### src/rtl/vsrb_pipe_if.sv
// vsrb_pipe_if
//   Groups the operand-side and result-side valid/ready handshakes of the
//   vsrb_pipe byte-lane shift-right unit into one bundle.
//   Signals:
//     in_valid/in_ready   operand handshake (producer -> unit)
//     op_alg              0 = logical (zero fill), 1 = algebraic (sign fill)
//     vra/vrb             source data and per-lane shift amounts
//     out_valid/out_ready result handshake (unit -> consumer)
//     vrt/vlost           shifted result and per-lane lost-bit flags
//   Modports:
//     master  producer/consumer side (drives operands, accepts results)
//     slave   the shift unit itself
interface vsrb_pipe_if #(
   parameter int NLANE = 4
);
   logic                 in_valid;
   logic                 in_ready;
   logic                 op_alg;
   logic [8*NLANE-1:0]   vra;
   logic [8*NLANE-1:0]   vrb;
   logic                 out_valid;
   logic                 out_ready;
   logic [8*NLANE-1:0]   vrt;
   logic [NLANE-1:0]     vlost;

   modport master (
      output in_valid, op_alg, vra, vrb, out_ready,
      input  in_ready, out_valid, vrt, vlost
   );

   modport slave (
      input  in_valid, op_alg, vra, vrb, out_ready,
      output in_ready, out_valid, vrt, vlost
   );
endinterface

### src/rtl/vsrb_pipe.sv
// vsrb_pipe
//   Pipelined byte-lane vector shift-right (vsrb logical / vsrab algebraic).
//   Each 8-bit lane of vra is shifted right by the low 3 bits of the matching
//   lane of vrb. Stage 1 does the coarse shift by 4, stage 2 the fine shift
//   by 0..3; both accumulate the bits shifted out into a per-lane lost flag.
//   Ports:
//     clk    clock, rising edge
//     rst_n  asynchronous active-low reset
//     bus    vsrb_pipe_if.slave (operand and result handshakes)
module vsrb_pipe #(
   parameter int NLANE = 4
) (
   input logic          clk,
   input logic          rst_n,
   vsrb_pipe_if.slave   bus
);

   localparam int W = 8 * NLANE;

   // Coarse step: shift one lane by 4 when sh[2] is set. Returns {lost, data}.
   function automatic logic [8:0] coarseLane(input logic [7:0] v,
                                             input logic [2:0] sh,
                                             input logic       alg);
      logic fill;
      fill = alg & v[7];
      if (sh[2])
         return {|v[3:0], {4{fill}}, v[7:4]};
      else
         return {1'b0, v};
   endfunction

   // Fine step: shift one lane by 0..3 and fold newly lost bits into lostIn.
   // After a coarse shift the lane MSB still carries the original sign.
   function automatic logic [8:0] fineLane(input logic [7:0] v,
                                           input logic [1:0] sh,
                                           input logic       alg,
                                           input logic       lostIn);
      logic [7:0] res;
      logic [7:0] mask;
      if (alg)
         res = $signed(v) >>> sh;
      else
         res = v >> sh;
      mask = (8'd1 << sh) - 8'd1;
      return {lostIn | (|(v & mask)), res};
   endfunction

   logic             s1Valid_q;
   logic             s1Alg_q;
   logic [W-1:0]     s1Data_q;
   logic [2*NLANE-1:0] s1Fine_q;
   logic [NLANE-1:0] s1Lost_q;
   logic             s2Valid_q;
   logic [W-1:0]     vrt_q;
   logic [NLANE-1:0] vlost_q;

   logic [W-1:0]       coarseData_d;
   logic [NLANE-1:0]   coarseLost_d;
   logic [2*NLANE-1:0] fineSh_d;
   logic [W-1:0]       fineData_d;
   logic [NLANE-1:0]   fineLost_d;

   logic adv1;
   logic adv2;
   logic inXfer;
   logic unusedVrbBits;

   // A stage may take new data when it is empty or its contents move on.
   // in_ready therefore depends only on the valid flags and out_ready.
   assign adv2   = !s2Valid_q | bus.out_ready;
   assign adv1   = !s1Valid_q | adv2;
   assign inXfer = bus.in_valid & adv1;

   assign bus.in_ready  = adv1;
   assign bus.out_valid = s2Valid_q;
   assign bus.vrt       = vrt_q;
   assign bus.vlost     = vlost_q;

   // Only bits [2:0] of each vrb lane matter; the rest are deliberately dropped.
   assign unusedVrbBits = ^bus.vrb;

   // Stage 1 combinational work: coarse shift per lane and capture of the
   // remaining fine shift amount for stage 2.
   always_comb begin
      coarseData_d = '0;
      coarseLost_d = '0;
      fineSh_d     = '0;
      for (int i = 0; i < NLANE; i++) begin
         {coarseLost_d[i], coarseData_d[8*i +: 8]} =
            coarseLane(bus.vra[8*i +: 8], bus.vrb[8*i +: 3], bus.op_alg);
         fineSh_d[2*i +: 2] = bus.vrb[8*i +: 2];
      end
   end

   // Stage 2 combinational work: fine shift of the stage-1 lanes.
   always_comb begin
      fineData_d = '0;
      fineLost_d = '0;
      for (int i = 0; i < NLANE; i++) begin
         {fineLost_d[i], fineData_d[8*i +: 8]} =
            fineLane(s1Data_q[8*i +: 8], s1Fine_q[2*i +: 2], s1Alg_q, s1Lost_q[i]);
      end
   end

   // Stage 1 register: load on an input transfer, otherwise empty out when
   // the contents have moved into stage 2.
   always_ff @(posedge clk or negedge rst_n) begin
      if (!rst_n) begin
         s1Valid_q <= 1'b0;
         s1Alg_q   <= 1'b0;
         s1Data_q  <= '0;
         s1Fine_q  <= '0;
         s1Lost_q  <= '0;
      end else if (inXfer) begin
         s1Valid_q <= 1'b1;
         s1Alg_q   <= bus.op_alg;
         s1Data_q  <= coarseData_d;
         s1Fine_q  <= fineSh_d;
         s1Lost_q  <= coarseLost_d;
      end else if (adv1) begin
         s1Valid_q <= 1'b0;
      end
   end

   // Stage 2 register: holds the result stable until the consumer takes it,
   // and can accept stage 1 in the same cycle it hands a result off.
   always_ff @(posedge clk or negedge rst_n) begin
      if (!rst_n) begin
         s2Valid_q <= 1'b0;
         vrt_q     <= '0;
         vlost_q   <= '0;
      end else if (adv2 && s1Valid_q) begin
         s2Valid_q <= 1'b1;
         vrt_q     <= fineData_d;
         vlost_q   <= fineLost_d;
      end else if (adv2) begin
         s2Valid_q <= 1'b0;
      end
   end

endmodule

### src/flat_wrapper.sv
// flat-port wrapper written by rule: the top's interface ports become plain ports
module vsrb_pipe_flat 
#(
   parameter int NLANE = 4
)
  (clk, rst_n, bus_in_valid, bus_op_alg, bus_vra, bus_vrb, bus_out_ready, bus_in_ready, bus_out_valid, bus_vrt, bus_vlost);
  vsrb_pipe_if #(.NLANE(NLANE)) bus_i ();
  input logic clk;
  input logic rst_n;
  input wire logic [$bits(bus_i.in_valid)-1:0] bus_in_valid;
  input wire logic [$bits(bus_i.op_alg)-1:0] bus_op_alg;
  input wire logic [$bits(bus_i.vra)-1:0] bus_vra;
  input wire logic [$bits(bus_i.vrb)-1:0] bus_vrb;
  input wire logic [$bits(bus_i.out_ready)-1:0] bus_out_ready;
  output wire logic [$bits(bus_i.in_ready)-1:0] bus_in_ready;
  output wire logic [$bits(bus_i.out_valid)-1:0] bus_out_valid;
  output wire logic [$bits(bus_i.vrt)-1:0] bus_vrt;
  output wire logic [$bits(bus_i.vlost)-1:0] bus_vlost;
  assign bus_i.in_valid = bus_in_valid;
  assign bus_i.op_alg = bus_op_alg;
  assign bus_i.vra = bus_vra;
  assign bus_i.vrb = bus_vrb;
  assign bus_i.out_ready = bus_out_ready;
  assign bus_in_ready = bus_i.in_ready;
  assign bus_out_valid = bus_i.out_valid;
  assign bus_vrt = bus_i.vrt;
  assign bus_vlost = bus_i.vlost;
  vsrb_pipe #(.NLANE(NLANE)) u_core (.clk(clk), .rst_n(rst_n), .bus(bus_i));
endmodule
### config.mk
export PLATFORM = sky130hd
export DESIGN_NAME = vsrb_pipe_flat
export DESIGN_NICKNAME = d
export VERILOG_FILES = /design/src/rtl/vsrb_pipe_if.sv /design/src/rtl/vsrb_pipe.sv /design/src/flat_wrapper.sv
export SDC_FILE = /design/constraint.sdc
export NUM_CORES = 1
export LEC_CHECK = 0
export BUFFER_PORTS_ARGS = -buffer_cell sky130_fd_sc_hd__buf_4
export CAP_MARGIN = 40
export CORE_MARGIN = 2
export CORE_UTILIZATION = 50
export DETAILED_ROUTE_END_ITERATION = 10
export GPL_ROUTABILITY_DRIVEN = 0
export PLACE_DENSITY = 0.75
export SLEW_MARGIN = 20
export SYNTH_ARGS = -nofsm -noshare
export SYNTH_HDL_FRONTEND = slang
export SYNTH_SLANG_ARGS = --single-unit
### constraint.sdc
create_clock -name clk -period 5.06 [get_ports clk]
set_clock_uncertainty 0.2 [all_clocks]
set_input_delay 0.759 -clock clk [delete_from_list [all_inputs] [get_ports clk]]
set_output_delay 0.759 -clock clk [all_outputs]
set_load 0.005 [all_outputs]
==> key figures <==
Worst setup path
  • Stages on the worst setup path: 2
  • Critical path data required time: 4100 ps
  • CP startpoint kind: register
  • R2R cell count: 4
  • Max incr delay on CP: a little under 700 ps
  • Worst setup path start: u_core.s1Valid_q
  • Crit-path cells: nand3b_2 > buf_4
  • R2r endpoint: u_core.s1Data_q[4]
  • Reg2reg start: u_core.s1Valid_q
  • Worst Path Max Fanout: 27
  • Crit. End Element: primary output
  • R2R Setup Slk: 2220 ps
  • Setup CP Type: reg -> out
  • Slowest stage cell, crit path: dfrtp_1
  • Buf/Inv on CP: 1
  • CP delay by family, top: flip-flops
  • Worst endpoint data arrival time: 1980 ps

Timing
  • Final Max Slew Viols: 0
  • Final period util: 0.5812
  • Least-Margin Pin Slew: 624.4 ps
  • Final min period: 2941 ps
  • Final Hold Viols: 0
  • Fmax: 340.0 MHz
  • TNS Setup: 0 ps
  • Relative slew margins: 0.5815
  • Setup repair after global routing missed its margin: no
  • Final setup margin: ~2100 ps
  • Setup violators final: 0

Finish
  • Nets: 545
  • Commonest non-fill, non-tap cell in the layout: buf_4
  • Most frequent cells in the layout: 86 x buf_4, 83 x dfrtp_1, 44 x inv_1
  • Antenna cells: 0
  • Fill count: 736
  • Share of layout cells above drive strength 1: 0.3552
  • Layout area overhead: 18.76%

Die
  • Site row count: 35
  • Ports: 107
  • Initial core utilization: 0.5154
  • CORE AREA: 0.009240 mm2
  • Chip Width: 101.6 um
  • Height of the die: 101.6 um
  • Die Footprint: 0.01032 mm2

Clock network
  • Clock Latency Late Sink: 350 ps
  • Max Root-Sink Buffers: 2
  • Clock Pin Slew Worst Setup and Hold Paths: 90 ps
  • Root Driver: clkbuf_8
  • # Post-CTS Setup Buffers: 0
  • H-tree levels: 3
  • CTS Hold Buffers Added: 0
  • Clk sink count: 83
  • Num CTS Buffers: 9
  • Post-cts resize count: 0
  • CTS tree: done

Detailed routing
  • # DRC: 0
  • Vias per std cell: around 5.6
  • Antenna Violating Nets Remaining: 0
  • DRC violation total after the first TritonRoute iteration: 87
  • Drt pass-1 iters: 4
  • Routed vias: around 3400
  • Detailed-route wire length: 10090 um
  • Routed length per placed instance: 16.76 um

Pwr
  • Power per cell area: 378.0 mW/mm2
  • Peak supply drop: 0.2729 mV
  • Leak: 2.641 nW
  • Design Power: 0.002138 W

Run
  • Max Cap Viol: 0

Synth
  • Synth Register Bits: between 80 and 90
  • Gate count of the mapped netlist: 400
  • Syn_area_per_cell: 11.91 um2
  • Post-synthesis sequential area ratio: 0.4362
  • Synthesized cell area: around 0.0048 mm2
  • Post-synth cell types: 36
  • Yosys warns: 0
  • Syn_nets: 477

Global routing
  • Vias in the first global route: around 3400
  • GRT overflow: 0
  • First-pass GRT wire length: approximately 16000 um
  • Largest net degree at the start of global routing: 45
  • Initial antenna violation count: 0
  • GR Util All Layers: 0.2056

Worst hold path
  • Min-Delay Path Class: in -> async

Placement
  • Dpl ws: around 2000 ps
  • Port Buffers: 86
  • Post-DP HPWL: 7172 um

Outcome
  • Outcome: completed
-- synthesized netlist by cell type --
library cell / number / area share
nand3b_2: 1 / 0.0024
o221ai_1: 2 / 0.0037
mux2_4: 13 / 0.041
o32a_1: 2 / 0.0042
dfrtp_1: 83 / 0.44
nor2_1: 8 / 0.0063
o311a_1: 2 / 0.0042
buf_6: 7 / 0.017
o2111a_1: 2 / 0.0047
a21oi_1: 28 / 0.029
nor3_1: 4 / 0.0042
buf_2: 7 / 0.0074
nor2b_1: 2 / 0.0026
nand2_2: 1 / 0.0013
a221oi_1: 4 / 0.0074
a22oi_1: 4 / 0.0063
inv_1: 44 / 0.035
o2111ai_1: 6 / 0.011
or2b_1: 4 / 0.0063
o21ai_0: 20 / 0.021
and2_2: 2 / 0.0032
ha_1: 8 / 0.021
mux2i_1: 32 / 0.067
nand2_1: 6 / 0.0047
mux4_1: 12 / 0.066
and2_1: 3 / 0.0039
clkbuf_1: 14 / 0.011
buf_1: 1 / 0.00079
mux4_2: 8 / 0.038
nand3_1: 4 / 0.0042
buf_4: 3 / 0.0047
nand2b_1: 8 / 0.011
o41ai_1: 4 / 0.0074
a31oi_1: 14 / 0.018
mux2_2: 36 / 0.085
nand2b_4: 1 / 0.0029
-- worst register-to-register path: cells and delay by family (launching register included) --
kind          cells  cell delay (ps)
simple gates      2             1270
buf+inv           1              240
mux               1              360
flops             1              680
-- layout make-up --
class	instances	area, um2	area share
timing repair buffer	89	720.7	0.1274
clock inverter	6	65.06	0.01150
tap	129	161.4	0.02854
sequential	83	2077	0.3673
inverter	44	165.2	0.02920
clock buffer	10	137.6	0.02434
multi-input combinational	241	2328	0.4117
-- power breakdown --
| part | switching [W] | total (W) | internal [W] |
|---|---|---|---|
| combinational | 0.000230 | 0.000657 | 0.000428 |
| clock | 0.000251 | 0.000491 | 0.000241 |
| sequential | 0.000171 | 0.000989 | 0.000818 |
| total | 0.000652 | 0.00214 | 0.00149 |
-- routing by layer --
| layer | track usage | up-vias | share of wire |
|---|---|---|---|
| met5 | 0 | - | 0 |
| met4 | 0.06757 | 0 | 0.013 |
| met2 | 0.3472 | 97 | 0.48 |
| li1 | - | 1609 | - |
| met3 | 0.02484 | 11 | 0.038 |
| met1 | 0.2768 | 1678 | 0.47 |
-- worst max path at each step --
stage,to,slack (ps)
finish,bus_in_ready,2120
global route,bus_in_ready,1980
CTS,bus_in_ready,2140
detailed placement,u_core.s1Data_q[4],2040
global placement,u_core.s1Data_q[20],1940
floorplan,bus_in_ready,2850
-- flip-flops by register name, indices dropped and copies added (netlist names) --
| signal | count |
|---|---|
| u_core.bus.vrt | 32 |
| u_core.s1Data_q | 32 |
| u_core.s1Fine_q | 8 |
| u_core.bus.vlost | 4 |
| u_core.s1Lost_q | 4 |
| u_core.bus.out_valid | 1 |
| u_core.s1Alg_q | 1 |
| u_core.s1Valid_q | 1 |
-- cell families (layout without fill, tap and decap cells) --
family                   after synthesis  in the layout  share of synthesized area
multiplexers                         101            101                     0.2974
flip-flops                            83             83                     0.4362
AND/OR/NAND/NOR                       44             44                    0.05255
buffers and inverters                 76            149                    0.07514
adder cells (fa/ha/maj)                8              8                    0.02102
AO/OA/AOI/OAI                         88             88                     0.1177
-- metrics by stage --
step	utilization	instance area, um2	hold WS [ps]	cells
3_5_place_dp	0.5901	5453	295.5	586
6_report	0.6121	5655	166.3	602
4_1_cts	0.6121	5655	181.2	602
3_3_place_gp	0.5820	5378	293.5	583
5_1_grt	0.6121	5655	210.3	602
2_1_floorplan	-	4762	263.4	400
Note: power is estimated with default switching activity, not from simulation.
